==> src/rtl/concentrator_pkg.sv <==
// Shared packet-word geometry and byte codes for the bridge packet path.
// Both the concentrator and the distributor build on these definitions.
package concentrator_pkg;

    localparam int PFW_SZ         = 69;
    localparam int PFW_CODE_LSB   = 67;
    localparam int PFW_IDX_LSB    = 64;
    localparam int BYTES_PER_WORD = 8;

    localparam logic [1:0] PCC_MOP  = 2'b00;
    localparam logic [1:0] PCC_SOP  = 2'b01;
    localparam logic [1:0] PCC_EOP  = 2'b10;
    localparam logic [1:0] PCC_BOTH = 2'b11;

    typedef enum logic {
        ST_IDLE = 1'b0,
        ST_BODY = 1'b1
    } cc_state_t;

    // Byte 0 of a word occupies the most significant lane.
    function automatic logic [63:0] place_byte(
        input logic [63:0] acc,
        input logic [2:0]  idx,
        input logic [7:0]  b
    );
        logic [63:0] w_res;
        w_res = acc;
        w_res[8*(7-int'(idx)) +: 8] = b;
        return w_res;
    endfunction

endpackage

==> src/rtl/concentrator_sd_output.sv <==
// Single-entry output holding register with srdy/drdy handshake on both sides.
// A load and a drain in the same cycle are both honoured; the new word wins.
module sd_output
    import concentrator_pkg::*;
(
    input  logic              clk,
    input  logic              reset,
    input  logic              p_srdy,
    output logic              p_drdy,
    input  logic [PFW_SZ-1:0] p_data,
    output logic              n_srdy,
    input  logic              n_drdy,
    output logic [PFW_SZ-1:0] n_data
);

    logic              r_valid;
    logic [PFW_SZ-1:0] r_data;

    assign p_drdy = ~r_valid | n_drdy;
    assign n_srdy = r_valid;
    assign n_data = r_data;

    // NOTE: sequential state uses non-blocking assignments so every flop samples pre-edge values.
    always_ff @(posedge clk) begin
        if (reset) begin
            r_valid <= 1'b0;
        end else if (p_srdy & p_drdy) begin
            r_valid <= 1'b1;
        end else if (n_drdy) begin
            r_valid <= 1'b0;
        end
    end

    // NOTE: the data register is qualified by r_valid, so it needs no reset.
    always_ff @(posedge clk) begin
        if (p_srdy & p_drdy) begin
            r_data <= p_data;
        end
    end

endmodule

==> src/rtl/concentrator.sv <==
// Receive-side byte-to-word concentrator: packs coded bytes into 8-byte
// packet FIFO words tagged with SOP/EOP and the index of the last valid byte.
module concentrator
    import concentrator_pkg::*;
(
    input  logic              clk,
    input  logic              reset,
    input  logic              c_srdy,
    output logic              c_drdy,
    input  logic [1:0]        c_code,
    input  logic [7:0]        c_data,
    output logic              prx_srdy,
    input  logic              prx_drdy,
    output logic [PFW_SZ-1:0] prx_data,
    output logic              proto_err
);

    cc_state_t   r_state;
    logic [2:0]  r_idx;
    logic [63:0] r_acc;
    logic        r_first;
    logic        r_proto_err;

    cc_state_t   w_state_nxt;
    logic [2:0]  w_idx_nxt;
    logic [63:0] w_acc_nxt;
    logic        w_first_nxt;
    logic        w_keep;
    logic        w_complete;
    logic        w_err;
    logic [2:0]  w_place_idx;
    logic [63:0] w_base;
    logic [63:0] w_filled;
    logic        w_word_sop;
    logic        w_beat;
    logic        w_out_ready;
    logic [PFW_SZ-1:0] w_word;

    assign w_beat    = c_srdy & c_drdy;
    assign c_drdy    = ~w_complete | w_out_ready;
    assign proto_err = r_proto_err;

    // NOTE: every always_comb output gets a default first so no path infers a latch.
    always_comb begin
        w_keep      = 1'b0;
        w_complete  = 1'b0;
        w_err       = 1'b0;
        w_place_idx = r_idx;
        w_base      = r_acc;
        w_word_sop  = r_first;
        w_state_nxt = r_state;
        w_idx_nxt   = r_idx;
        w_acc_nxt   = r_acc;
        w_first_nxt = r_first;

        // Any SOP restarts the word; inside a packet that also flags the abandoned one.
        if (c_code[0]) begin
            w_keep      = 1'b1;
            w_err       = (r_state == ST_BODY);
            w_place_idx = 3'd0;
            w_base      = '0;
            w_word_sop  = 1'b1;
            w_complete  = c_code[1];
        end else if (r_state == ST_BODY) begin
            w_keep     = 1'b1;
            w_complete = c_code[1] | (r_idx == 3'd7);
        end else begin
            w_err = 1'b1;
        end

        w_filled = place_byte(w_base, w_place_idx, c_data);
        w_word   = {c_code[1], w_word_sop, w_place_idx, w_filled};

        if (w_beat & w_keep) begin
            if (w_complete) begin
                w_idx_nxt   = 3'd0;
                w_acc_nxt   = '0;
                w_first_nxt = 1'b0;
                w_state_nxt = c_code[1] ? ST_IDLE : ST_BODY;
            end else begin
                w_idx_nxt   = w_place_idx + 3'd1;
                w_acc_nxt   = w_filled;
                w_first_nxt = w_word_sop;
                w_state_nxt = ST_BODY;
            end
        end
    end

    always_ff @(posedge clk) begin
        if (reset) begin
            r_state     <= ST_IDLE;
            r_idx       <= 3'd0;
            r_acc       <= '0;
            r_first     <= 1'b0;
            r_proto_err <= 1'b0;
        end else begin
            r_state     <= w_state_nxt;
            r_idx       <= w_idx_nxt;
            r_acc       <= w_acc_nxt;
            r_first     <= w_first_nxt;
            r_proto_err <= w_beat & w_err;
        end
    end

    sd_output u_sd_output (
        .clk    (clk),
        .reset  (reset),
        .p_srdy (w_beat & w_complete),
        .p_drdy (w_out_ready),
        .p_data (w_word),
        .n_srdy (prx_srdy),
        .n_drdy (prx_drdy),
        .n_data (prx_data)
    );

endmodule

==> config.mk <==
export PLATFORM = sky130hd
export DESIGN_NAME = concentrator
export DESIGN_NICKNAME = d
export VERILOG_FILES = /design/src/rtl/concentrator_pkg.sv /design/src/rtl/concentrator_sd_output.sv /design/src/rtl/concentrator.sv
export SDC_FILE = /design/constraint.sdc
export NUM_CORES = 1
export LEC_CHECK = 0
export CAP_MARGIN = 25
export CORE_MARGIN = 5
export CORE_UTILIZATION = 56
export DETAILED_ROUTE_END_ITERATION = 12
export DONT_BUFFER_PORTS = 1
export HOLD_SLACK_MARGIN = 0.06
export PLACE_DENSITY_LB_ADDON = 0.2
export SLEW_MARGIN = 15
export SYNTH_ARGS = -nofsm -noshare
export SYNTH_HDL_FRONTEND = slang
export SYNTH_SLANG_ARGS = --single-unit
export TNS_END_PERCENT = 5
==> constraint.sdc <==
create_clock -name clk -period 4.1 [get_ports clk]
set_input_delay 0.41 -clock clk [delete_from_list [all_inputs] [get_ports clk]]
set_output_delay 0.41 -clock clk [all_outputs]
set_load 0.01 [all_outputs]
After elaboration in Yosys (flattened, before gate mapping)
Cells that the tools add are included.
Storage, ports and cells
  bits in registers: 140
  bits of input ports: 14
  logic and storage cells: 41
Operators by class
  $add $sub $neg: 3
  eq/ne operators: 1
  shift-type cells: 2
  multiplexer cells: 17
  bitwise logic cells: 10
  reductions and logical operators: 1
Operators with widths (number)
  $mux W64: 2
  $bwmux W64: 1
  $shift A8 B33 Y64 const A: 1
  $shiftx A8 B33 Y64: 1
  $neg A7 Y33: 1
  $mux W1: 12
  $mux W3: 2
  $and A1 B1 Y1: 5
  $sub A3 B3 Y4 const A: 1
  $add A3 B1 Y3 const B: 1
  $eq A3 B3 Y1 const B: 1
  $or A1 B1 Y1: 3
  $not A1 Y1: 2
  $reduce_bool A2 Y1: 1

Depth between registers and ports, before layout
  depth in word-level cells: 10
  mapped depth: 11
  mapped depth without buffers: 9

Cells and area by module
Synthesis repeated with hierarchy kept, for this count alone.
Second synthesis, totals
  cells, all modules: 419
  area, all modules: 5565.3 um^2
Modules (own cells, without submodules)
  concentrator: instances 1, cells an instance 345, area an instance 3438.3 um^2, sequential area each 1401.3 um^2
  sd_output: instances 1, cells an instance 74, area an instance 2127.0 um^2, sequential area each 2092.0 um^2

Least setup slack after synthesis
No wires, ideal clock.
  kind: input port to flip-flop
  from: input c_code[0]
  to: register u_sd_output.r_data[0], in the netlist u_sd_output.n_data[0] (enable)
  arrival: 3797 ps
  required time: 3604 ps
  slack: -193 ps
  stages: 4
  buffers on the path: 0
  path through: nand4b_4 > a21oi_1 > nand2_1 > nor2_1
On the way
  cells in the longest elaborated chain, start to end: 6
Ends and longest elaborated chain
  start: declaration: line concentrator.sv:10  | input logic [1:0] c_code,
  $mux W1 *: line concentrator.sv:57  | if (c_code[0]) begin
  $not A1 Y1: line concentrator.sv:40  | assign c_drdy = ~w_complete | w_out_ready;
  $or A1 B1 Y1: line concentrator.sv:40
  $and A1 B1 Y1: line concentrator.sv:39  | assign w_beat = c_srdy & c_drdy;
  $and A1 B1 Y1 *: line concentrator.sv:108  | .p_srdy (w_beat & w_complete),
  $and A1 B1 Y1 *: line concentrator_sd_output.sv:36  | if (p_srdy & p_drdy) begin
  end signal: assignment: line concentrator_sd_output.sv:37  | r_data <= p_data;
  end: declaration: line concentrator_sd_output.sv:17  | logic [PFW_SZ-1:0] r_data;
Every way passes the cells marked *; elsewhere a longest branch is shown, timed or not.
A chain may end at the register's enable or synchronous reset.

Final worst setup path
  from: register r_idx[0]
  to: register u_sd_output.r_data[19], in the netlist u_sd_output.n_data[19], data pin
On the way
  cells in the longest elaborated chain, start to end: 5
Ends and longest elaborated chain
  start: declaration: line concentrator.sv:19  | logic [2:0] r_idx;
  start signal: assignment: line concentrator.sv:98  | r_idx <= w_idx_nxt;
  $mux W3 *: line concentrator.sv:57
  named net u_sd_output.p_data[64]: line concentrator_sd_output.sv:10  | input logic [PFW_SZ-1:0] p_data,
  $sub A3 B3 Y4 *: line concentrator_pkg.sv:28  | w_res[8*(7-int'(idx)) +: 8] = b;
  $neg A7 Y33 *: line concentrator_pkg.sv:28
  $shiftx A8 B33 Y64 or $shift A8 B33 Y64 (tied branches): line concentrator_pkg.sv:28
  $bwmux W64 *: line concentrator_pkg.sv:28
  named net u_sd_output.p_data[19]: line concentrator_sd_output.sv:10
The timed path passes the listed nets; every way through them passes the cells marked *.

==> results.py <==
metrics = {
    "cells_and_area": {
        "num_antenna_cells": 0,
        "fin_area_um2": 6450,
        "layout.cells.non_filler": 570,
        "nNetsFinal": 445,
        "drive_above_1_share_pct": 12.4,
        "area_growth_pct": 15.6,
    },
    "global_route": {
        "grt_pass1_vias": 3607,
        "grt_usage_pct": 24.0,
        "overflow": 0,
        "antenna_found_initial": 0,
        "grt_pass1_wl_um": 20900,
        "grt_max_degree": 46,
    },
    "critical_path": {
        "critical_path.endpoint_type": "flip-flop",
        "rr_startpoint": "r_idx[0]$_SDFFE_PP0P_",
        "required_ns": 4.48,
        "critical_path.max_stage_delay_ns": 0.81,
        "path_delay_family": "simple AND/OR/NAND/NOR gates",
        "path_buf_inv": 1,
        "startpoint": "r_idx[0]$_SDFFE_PP0P_",
        "crit_type": "flip-flop to flip-flop",
        "reg2reg_to": "u_sd_output.n_data[19]$_DFFE_PP_",
        "reg2regPathDepth": 6,
        "worst_setup_path_start_kind": "flip-flop",
        "worstPathArrival_ns": 3.38,
        "cp_slowest_cell": "nor2_1",
        "cp_cell_sequence": "nand2b_2 > inv_1 > ha_1 > or4b_1 > nor2_1 > a22o_1",
        "r2r_slack_ns": 1.09,
        "cp_max_fo": 16,
    },
    "clock_tree": {
        "postCtsSetupRepairBufs": 0,
        "clock_sinks": 140,
        "clk_pin_slew_worst_paths_ns": 0.07,
        "clockBufferDepth": 2,
        "cts-root-buf": "clkbuf_8",
        "clk_latency_ns": 0.53,
        "cts_resized": 0,
        "cts_tree": "built",
        "htreeDepth": 4,
        "tritoncts.num_buffers": 17,
    },
    "yosys": {
        "synthMuxAreaShare_pct": 0,
        "synth_top_cell_by_area": "edfxtp_1",
        "synth_compound_area_share_pct": 24.7,
        "synth_top_family_by_area": "compound AO/OA/AOI/OAI gates",
        "syn_inst": 425,
        "yosysUniqueCellTypes": 41,
        "yosysSeqAreaShare_pct": 62.6,
        "synth_edf_count": 69,
        "netlist_area_um2": 5580,
        "ys_ff_latch": 140,
        "avgSynthCellArea_um2": 13.1,
        "synth_ff_type": "dfxtp_1",
        "synth_xor_area_share_pct": 0,
        "yosys.area_share.simple_pct": 6.93,
        "yosysWarnings": 0,
        "synth_top_area_share_pct": 37.1,
        "synth_area_leaders": "edfxtp_1 37%, dfxtp_1 25%, a22o_1 10%",
        "synth-async-reset-ratio_pct": 0,
        "synth-adder-area-share_pct": 1.57,
        "syn_nets": 446,
    },
    "timing": {
        "rsz0062_at_grt": "false",
        "fmax_ghz": 0.333,
        "finalCritPeriodShare_pct": 73.3,
        "maxSlewHeadroom_pct": 27.6,
        "setup_viol": 0,
        "final_max_slew_viol_count": 0,
        "fin_ws_ns": 1.09,
        "hold_ws_ns": 0.0878,
        "fin_crit_ns": 3.01,
        "final_hold_viol_count": 0,
        "skew_ns": 0.0100,
        "tightest_slew_ns": 1.08,
        "setup_tns_ns": 0,
    },
    "routing": {
        "post_drt_wl_per_cell_um": 24.9,
        "drt_pass1_iterations": 5,
        "num_vias": 3899,
        "vias_per_cell": 6.84,
        "routed_wl_um": 14200,
        "route.detailed.drc": 0,
        "drt_iter0_drc": 297,
        "ant_nets": 0,
    },
    "die": {
        "start_util_pct": 57.3,
        "row_count": 36,
        "fp.dieH_um": 110,
        "io_pins": 86,
        "core_area_um2": 9730,
        "dieWidth_um": 110,
        "dieArea_um2": 12100,
    },
    "place": {
        "gp_congestion": 0.903,
        "postPlaceCellArea_um2": 5640,
        "dp_hpwl_um": 7500,
        "port_buffers": 0,
        "dp.cells": 521,
        "place_ws_ns": 1.12,
    },
    "power": {
        "leakagePower_nw": 2.33,
        "p_switching_uw": 727,
        "clkPwrFrac_pct": 50.5,
        "comb_power_share_pct": 4.8,
        "p_sw_share_pct": 21.4,
        "p_seq_share_pct": 44.7,
        "power_density_nw_per_um2": 528,
        "peakVddDrop_mv": 0.303,
        "intPower_mw": 2.68,
    },
    "outcome": {
        "status": "finished, final reports clean",
    },
    "worst_hold_path": {
        "min_path_type": "input pin to flip-flop",
        "hold_start": "c_data[2]",
        "hold_depth": 1,
        "min_to": "u_sd_output.n_data[34]$_DFFE_PP_",
    },
    "job": {
        "drv_cap": 0,
    },
}
Yosys cell counts (2+ instances only):
library cell / instances
dfxtp_1: 71
edfxtp_1: 69
a22o_1: 64
a32o_1: 56
clkbuf_1: 28
nor2_1: 15
inv_1: 14
nand2_1: 14
buf_1: 9
o22ai_1: 8
ha_1: 7
nor3_1: 7
o32ai_1: 7
or3_1: 6
buf_2: 5
nand3_1: 5
a21oi_1: 4
nor2b_1: 4
o21ai_0: 3
and4b_1: 2
buf_4: 2
nand2b_1: 2
nor3_2: 2
nor4b_1: 2
o2111ai_1: 2
o21a_1: 2
cell usage in the layout (no fill, tap or decap), types with 8 or more instances in the layout:
master,netlist,routed
dlygate4sd3_1,0,11
dfxtp_1,71,71
inv_1,14,14
nand2_1,14,14
nor2_1,15,14
o22ai_1,8,8
a22o_1,64,64
edfxtp_1,69,69
clkbuf_16,0,16
buf_4,2,8
a32o_1,56,56
stage by stage:
| stage | total power [mW] | utilization, % |
|---|---|---|
| after CTS | 3.41 | 65.9 |
| after global routing | 3.50 | 66.3 |
| final | 3.40 | 66.3 |
| after global placement | 1.67 | 58.0 |
| after floorplan | 1.66 | - |
| after detailed placement | 1.68 | 58.0 |
area by class of cell:
class,instances,area [um^2]
clock buffer,19,432
clock inverter,13,234
fill,696,3280
inverter,14,52.6
multi-input combinational,227,1870
sequential,140,3490
tap,133,166
timing repair buffer,24,195
logic make-up (layout without fill, tap and decap cells):
group,count (synthesis),in the layout
simple gates,67,67
compound gates,153,153
buf+inv,58,70
fa+ha+maj,7,7
flops,140,140
power groups by stage:
stage / registers [mW] / logic [mW] / clock network, mW
floorplan: 1.55 / 0.118 / 0
global placement: 1.55 / 0.123 / 0
detailed placement: 1.55 / 0.127 / 0
CTS: 1.52 / 0.153 / 1.73
global route: 1.52 / 0.174 / 1.80
finish: 1.52 / 0.163 / 1.72
routing by layer:
layer / vias to the layer above / GRT usage [%] / share of wire (%)
met5: - / 0 / 0
met4: 0 / 11.9 / 3.1
met3: 38 / 6.28 / 7.1
met2: 215 / 36.8 / 49
met1: 1922 / 31.6 / 41
li1: 1724 / - / -
how the worst max path moves through the flow:
stage | cells after the start | slack [ns] | endpoint
detailed placement | 6 | 1.12 | u_sd_output.n_data[19]$_DFFE_PP_
floorplan | 4 | 0.96 | u_sd_output.n_data[0]$_DFFE_PP_
finish | 6 | 1.09 | u_sd_output.n_data[19]$_DFFE_PP_
CTS | 6 | 1.14 | u_sd_output.n_data[19]$_DFFE_PP_
global route | 6 | 0.97 | u_sd_output.n_data[19]$_DFFE_PP_
global placement | 6 | 1.29 | u_sd_output.n_data[22]$_DFFE_PP_
state kept, by name, summed over array words and instances (netlist names):
name and count:
r_acc 64, u_sd_output.n_srdy 1, r_state 1, proto_err 1
r_first 1, r_idx 3, u_sd_output.n_data 69
repair_timing:
item / CTS / global route
endpoints found under the hold margin: 72 / 0
hold buffers: 11 / 0
endpoints found under the setup margin: 0 / 0
Note: power is estimated with default switching activity, not from simulation.
